**src/rtl/mem_arbiter.sv**
```systemverilog
`default_nettype none
// ============================================================================
// Module   : mem_arbiter
// Purpose  : Two-port (instruction / data) arbiter in front of one shared
//            single-cycle memory. Grant is combinational; simultaneous
//            requests alternate through a priority register so a waiting
//            port is served on the very next cycle. Read data is routed back
//            to the port that issued the read, and held there until that
//            port's next read completes.
// Ports    : clk, nrst                 clock, synchronous active-low reset
//            i_ncs/i_nwe/i_addr/       instruction-port request (active-low)
//            i_wdata/i_wmask
//            i_rdata, i_stall          instruction-port read data / accept
//            d_*                       same set for the data port
//            m_ncs/m_nwe/m_addr/       shared-memory request
//            m_wdata/m_wmask
//            m_rdata                   shared-memory read data (1-cycle)
//            conflict_cnt              saturating count of conflict cycles
// Revision : 1.0 - initial release
// ============================================================================
module mem_arbiter #(
    parameter int ADDR_WIDTH = 32,
    parameter int DATA_WIDTH = 64
) (
    input  logic                  clk,
    input  logic                  nrst,
    input  logic                  i_ncs,
    input  logic                  i_nwe,
    input  logic [ADDR_WIDTH-1:0] i_addr,
    input  logic [DATA_WIDTH-1:0] i_wdata,
    input  logic [DATA_WIDTH-1:0] i_wmask,
    output logic [DATA_WIDTH-1:0] i_rdata,
    output logic                  i_stall,
    input  logic                  d_ncs,
    input  logic                  d_nwe,
    input  logic [ADDR_WIDTH-1:0] d_addr,
    input  logic [DATA_WIDTH-1:0] d_wdata,
    input  logic [DATA_WIDTH-1:0] d_wmask,
    output logic [DATA_WIDTH-1:0] d_rdata,
    output logic                  d_stall,
    output logic                  m_ncs,
    output logic                  m_nwe,
    output logic [ADDR_WIDTH-1:0] m_addr,
    output logic [DATA_WIDTH-1:0] m_wdata,
    output logic [DATA_WIDTH-1:0] m_wmask,
    input  logic [DATA_WIDTH-1:0] m_rdata,
    output logic [31:0]           conflict_cnt
);

    localparam logic       c_PRIO_I   = 1'b0;
    localparam logic       c_PRIO_D   = 1'b1;
    localparam logic [1:0] c_OWN_NONE = 2'd0;
    localparam logic [1:0] c_OWN_I    = 2'd1;
    localparam logic [1:0] c_OWN_D    = 2'd2;

    logic                  r_prio;
    logic [1:0]            r_rsp_owner;
    logic [DATA_WIDTH-1:0] r_i_hold;
    logic [DATA_WIDTH-1:0] r_d_hold;
    logic [31:0]           r_conflict_cnt;

    logic        w_i_req;
    logic        w_d_req;
    logic        w_both;
    logic        w_grant_i;
    logic        w_grant_d;
    logic [31:0] w_cnt_next;

    // Requests are masked while reset is held so nothing reaches memory.
    assign w_i_req   = nrst & ~i_ncs;
    assign w_d_req   = nrst & ~d_ncs;
    assign w_both    = w_i_req & w_d_req;
    assign w_grant_i = w_i_req & (~w_d_req | (r_prio == c_PRIO_I));
    assign w_grant_d = w_d_req & (~w_i_req | (r_prio == c_PRIO_D));

    // Stall is an "accepted" strobe: high when granted or idle, low only for
    // a requester that lost arbitration, and low for both during reset.
    assign i_stall = nrst & (w_grant_i | ~w_i_req);
    assign d_stall = nrst & (w_grant_d | ~w_d_req);

    always_comb begin
        m_ncs   = 1'b1;
        m_nwe   = 1'b1;
        m_addr  = '0;
        m_wdata = '0;
        m_wmask = '0;
        if (w_grant_i) begin
            m_ncs   = 1'b0;
            m_nwe   = i_nwe;
            m_addr  = i_addr;
            m_wdata = i_wdata;
            m_wmask = i_wmask;
        end else if (w_grant_d) begin
            m_ncs   = 1'b0;
            m_nwe   = d_nwe;
            m_addr  = d_addr;
            m_wdata = d_wdata;
            m_wmask = d_wmask;
        end
    end

    // The owning port sees memory data directly in the response cycle, which
    // keeps read latency identical to a direct attachment; afterwards it
    // sees the copy captured at the end of that cycle.
    assign i_rdata = (r_rsp_owner == c_OWN_I) ? m_rdata : r_i_hold;
    assign d_rdata = (r_rsp_owner == c_OWN_D) ? m_rdata : r_d_hold;

    // The counter always reloads (holding value when not counting) so that
    // it never depends on a previous assignment persisting.
    assign w_cnt_next = (w_both && (r_conflict_cnt != 32'hFFFF_FFFF))
                        ? r_conflict_cnt + 32'd1 : r_conflict_cnt;
    assign conflict_cnt = r_conflict_cnt;

    always_ff @(posedge clk) begin
        if (!nrst) begin
            r_prio         <= c_PRIO_D;
            r_rsp_owner    <= c_OWN_NONE;
            r_i_hold       <= '0;
            r_d_hold       <= '0;
            r_conflict_cnt <= '0;
        end else begin
            // The loser of a conflict gets priority for the next cycle.
            if (w_both) begin
                r_prio <= w_grant_i ? c_PRIO_D : c_PRIO_I;
            end

            if (w_grant_i && i_nwe) begin
                r_rsp_owner <= c_OWN_I;
            end else if (w_grant_d && d_nwe) begin
                r_rsp_owner <= c_OWN_D;
            end else begin
                r_rsp_owner <= c_OWN_NONE;
            end

            if (r_rsp_owner == c_OWN_I) begin
                r_i_hold <= m_rdata;
            end
            if (r_rsp_owner == c_OWN_D) begin
                r_d_hold <= m_rdata;
            end

            r_conflict_cnt <= w_cnt_next;
        end
    end

endmodule
`default_nettype wire

```
**config.mk**
```make
export PLATFORM = sky130hd
export DESIGN_NAME = mem_arbiter
export DESIGN_NICKNAME = d
export VERILOG_FILES = /design/src/rtl/mem_arbiter.sv
export SDC_FILE = /design/constraint.sdc
export NUM_CORES = 1
export LEC_CHECK = 0
export CAP_MARGIN = 0
export CORE_AREA = 10 10 270 272
export DETAILED_ROUTE_END_ITERATION = 10
export DIE_AREA = 0 0 280 282
export PLACE_DENSITY_LB_ADDON = 0.2
export SLEW_MARGIN = 20
export SYNTH_ARGS = -nofsm -noshare
export SYNTH_HDL_FRONTEND = slang
export SYNTH_SLANG_ARGS = --single-unit
```
**constraint.sdc**
```tcl
create_clock -name clk -period 2.5 [get_ports clk]
set_input_delay 0.25 -clock clk [delete_from_list [all_inputs] [get_ports clk]]
set_output_delay 0.25 -clock clk [all_outputs]
set_load 0.02 [all_outputs]
```
# [Word-level counts from Yosys, hierarchy flattened]
# Index checks and enable logic that the tools add are counted.
[word_totals] latch_bits=0 regBits=163 inputBits=390 mem_count=0 mem_bits_ro=0 mem_bits_rw=0 elab_cells=46
[classes] n_bitwise=17 n_div=0 mux=15 multipliers=0 n_reduce_logical=4 n_addsub=1 n_shift=0 magnitude_cmp=0 n_eq_ne=3
[ops] operator="64-bit two-way mux" n=6
[ops] operator="32-bit two-way mux" n=2
[ops] operator="32-bit by 1-bit adder with 32-bit output (second input constant)" n=1
[ops] operator="32-bit != test (second input constant)" n=1
[ops] operator="1-bit bitwise AND" n=7
[ops] operator="1-bit two-way mux" n=6
[ops] operator="1-bit NOT" n=6
[ops] operator="1-bit bitwise OR" n=4
[ops] operator="1-bit logical AND" n=3
[ops] operator="2-bit by 1-bit equality test with 1-bit output (second input constant)" n=1
[ops] operator="2-bit equality test (second input constant)" n=1
[ops] operator="2-bit two-way mux" n=1
[ops] operator="2-bit OR reduction" n=1

# [Logic depth before layout (Yosys ltp)]
[depth] depth_word=8 depth_mapped=7

# [Worst setup path after synthesis]
# No wires, ideal clock.
[synth_path] path_kind="in2out" from="input port d_ncs" to="output port m_addr[0]" cell_stages=6 arrival_ns=1.814 n_path_buf=3 setup_slack_ns=0.436 required_ns=2.250 path_cell_list="buf_2 > nor2b_1 > nor3_1 > clkbuf_1 > clkbuf_1 > a22o_1"
[synth_between] elab_chain_cells=6 elab_cells_between_ends=8
[synth_lines] element="start: declaration" line_no="34" text="input logic d_ncs,"
[synth_lines] element="1-bit NOT (*)" line_no="71" text="assign w_d_req = nrst & ~d_ncs;"
[synth_lines] element="1-bit bitwise AND (*)" line_no="71"
[synth_lines] element="1-bit NOT" line_no="73" text="assign w_grant_i = w_i_req & (~w_d_req | (r_prio == c_PRIO_I));"
[synth_lines] element="1-bit bitwise OR" line_no="73"
[synth_lines] element="1-bit bitwise AND" line_no="73"
[synth_lines] element="32-bit two-way mux (*)" line_no="87" text="if (w_grant_i) begin"
[synth_lines] element="end: declaration" line_no="43" text="output logic [ADDR_WIDTH-1:0] m_addr,"
# Mark *: on every way between the ends. The rest lies on a longest branch, timed or not.

# [Final worst setup path]
[layout_path] from="register r_prio" to="output port m_wdata[2]"
[layout_between] elab_chain_cells=4 elab_cells_between_ends=7
[layout_lines] element="start: declaration" line_no="56" text="logic r_prio;"
[layout_lines] element="start signal: assignment" line_no="116" text="r_prio <= c_PRIO_D;"
[layout_lines] element="start signal: assignment" line_no="124" text="r_prio <= w_grant_i ? c_PRIO_D : c_PRIO_I;"
[layout_lines] element="1-bit bitwise OR or 1-bit NOT (tied branches)" line_no="74, 73"
[layout_lines] element="1-bit bitwise AND or 1-bit bitwise OR (tied branches)" line_no="74, 73"
[layout_lines] element="64-bit two-way mux or 1-bit bitwise AND (tied branches)" line_no="93, 73"
[layout_lines] element="64-bit two-way mux (*)" line_no="87"
[layout_lines] element="end: declaration" line_no="44" text="output logic [DATA_WIDTH-1:0] m_wdata,"
# Marks and branches as above.

==> metrics.yaml <==
status:
  status: "complete, no violations"
synth:
  async_flop_share_pct: 0
  syn-cell-area_um2: 8324
  synth_nets: 1222
  synth_warnings: 0
  ys.flop_type: "dfxtp_1"
  seq_area_frac_synth_pct: 39.20
  synthDistinctLibCells: 43
  postSynthRegisterBits: 163
  synth-edff-count: 0
  syn_inst: 831
  syn_area_per_cell_um2: 10.02
floorplanning:
  io_pins: 714
  start_util_pct: 12.29
  rows: 96
  core_um2: 67750
  fp.dieW_um: 280
  die_y_um: 282
  die_area_um2: 78960
critical_path:
  crit_family: "buffers and inverters"
  critPathBufInv: 4
  critPathCaptureType: "primary output"
  critical_path_class: "reg2out"
  crit_slowest_cell: "dfxtp_2"
  cpMostUsedCell: "buf_12"
  start_kind: "flip-flop"
  reg2reg_depth: 5
  r2r_end: "conflict_cnt[20]"
  rrSetupSlack_ps: 450
  crit_path_max_incr_delay_ps: 350
  required_ps: 2250
  critical_path.max_fanout: 16
  crit_chain: "nor2b_2 > nor3_2 > buf_4 > buf_12 > buf_8 > a22o_2 > buf_12"
  arrival_ps: 2190
  reg2reg_from: "conflict_cnt[5]"
pwr:
  total_leakage_power_nw: 7.933
  power_density_nw_per_um2: 442.9
  p_total_mw: 8.205
  irDropWorstVdd_mv: 0.4804
cells_and_area:
  layout.cells.most_common: "clkdlybuf4s50_1"
  utilization_pct: 27.35
  stdcell_count: 2466
  drive_gt1_share_pct: 28.20
  area_growth_pct: 122.5
  nets: 1956
  layout_common_cells: "clkdlybuf4s50_1, dfxtp_1, dlygate4sd2_1"
  fillers: 7224
route:
  drc_errors: 0
  ant_nets: 0
  drt_pass1_iterations: 4
  wl_per_cell_um: 31.97
  dr_total_vias: 9966
  drtIter0Drc: 477
  finalWirelength_mm: 78.83
  vias_per_cell: 4.041
global_route:
  antenna_found_initial: 24
  grt_max_degree: 104
  globalRouteOverflowTotal: 0
  grt_pass1_vias: 10455
  grt_pass1_wl_mm: 100.6
  grt.total_usage_pct: 19.07
hold_path:
  hp-class: "in2reg"
  hold_path_depth: 3
  hold_start: "nrst"
  timing.hold.worst_endpoint: "r_rsp_owner[0]"
sta:
  fin_ws_ps: 56.96
  fmax_ghz: 0.4093
  tightestPinTransition_ps: 970.8
  fin_setup_tns_ps: 0
  drv_slew: 0
  period_share_pct: 97.72
  period_minus_slack_ps: 2443
  fin_skew_ps: 25.82
  finalHoldViolCount: 0
  setup_viol: 0
  relSlewSlack_pct: 35.28
clocking:
  cts-buffers-inserted: 17
  htreeDepth: 4
  root_buffer: "clkbuf_16"
  clk_latency_ps: 490
  ctsHoldBuffers: 0
  cts_tree: "done"
  cts_buffer_depth: 2
  clock-sinks: 163
  path_clk_slew_ps: 80
place:
  port_buffers: 713
  routabilityCongestion: 0.9975
  dp.cells: 2412
  dp_hpwl_mm: 68.09
  place_ws_ps: -109.1
flow_run:
  max_cap_violations: 0
## kinds of logic after synthesis
| kind of cell | synth area share, % |
|---|---|
| adders and majority gates | 0.1503 |
| muxes | 18.04 |
| AOI/OAI and AO/OA | 20.82 |
| DFF | 39.20 |
| and+or+nand+nor | 17.90 |
| buffers and inverters | 3.893 |
## flip-flops by register name (all words and copies together) (netlist names)
register and flops:
conflict_cnt 32, r_d_hold 64, r_i_hold 64, r_prio 1, r_rsp_owner 2
## area by class of cell
class	instances	area, um2	share of cell area [%]
Clock buffer	19	442.9	2.391
Tap cell	882	1104	5.957
Antenna cell	6	15.01	0.08105
Multi-Input combinational cell	587	5024	27.12
Inverter	5	18.77	0.1013
Timing Repair Buffer	791	8509	45.93
Sequential cell	163	3264	17.62
Clock inverter	13	147.6	0.7970
## how the worst max path moves through the flow
| stage | endpoint | cells after the start | from | slack (ps) |
|---|---|---|---|---|
| floorplan | m_addr[0] | 6 | d_ncs | 440 |
| global placement | m_wmask[26] | 7 | d_ncs | -80 |
| detailed placement | m_wmask[26] | 7 | d_ncs | -110 |
| CTS | m_wmask[26] | 8 | r_prio | -40 |
| global route | m_wmask[2] | 7 | r_prio | -4 |
| finish | m_wdata[2] | 7 | r_prio | 60 |
## synth_stat cells, types with 4 or more instances
cell	count	share of area, %
a21oi_1	25	1.5
a22o_1	160	17
and2_1	129	9.7
and3_1	6	0.45
and4_1	7	0.74
buf_2	4	0.24
clkbuf_1	67	3.0
dfxtp_1	163	39
inv_1	5	0.23
mux2_2	128	17
mux2i_1	6	0.72
nand2_1	16	0.72
nand3_1	10	0.60
nand4_1	12	0.90
nor2_1	8	0.36
nor3_1	5	0.30
o21ai_0	12	0.72
o31ai_1	14	1.3
or3_1	9	0.68
or4_1	12	1.1
## worst register-to-register path: cells and delay by family (launching register included)
family	cells	cell delay (ps)
DFF	1	480
and+or+nand+nor	4	1370
AOI/OAI and AO/OA	1	140
## metrics by stage
step,cell area [um2],hold slack [ps]
3_5_place_dp,17580,493.2
6_report,18530,223.9
2_1_floorplan,8324,371.7
5_1_grt,18510,228.5
3_3_place_gp,17580,485.5
4_1_cts,18410,193.6
## metal layers
layer / vias up / routed length (um) / global-route usage [%]
met5: - / 138 / 0
met4: 18 / 3851 / 8.870
met3: 119 / 6231 / 6.950
met2: 459 / 42290 / 36.14
met1: 4787 / 26320 / 18.01
li1: 4583 / - / -
## power by group
group / internal (mW) / switching [mW]
logic: 1.46 / 1.30
registers: 2.66 / 0.0177
clock network: 1.51 / 1.26
## timing repair
item                       4_1_cts  5_1_grt
pin swaps                        1        0
gates cloned                     4        1
gates resized for setup        256       47
setup endpoints to repair      259       94
setup buffers                    8        3
hold endpoints to repair         0        0
Note: power is estimated with default switching activity, not from simulation.
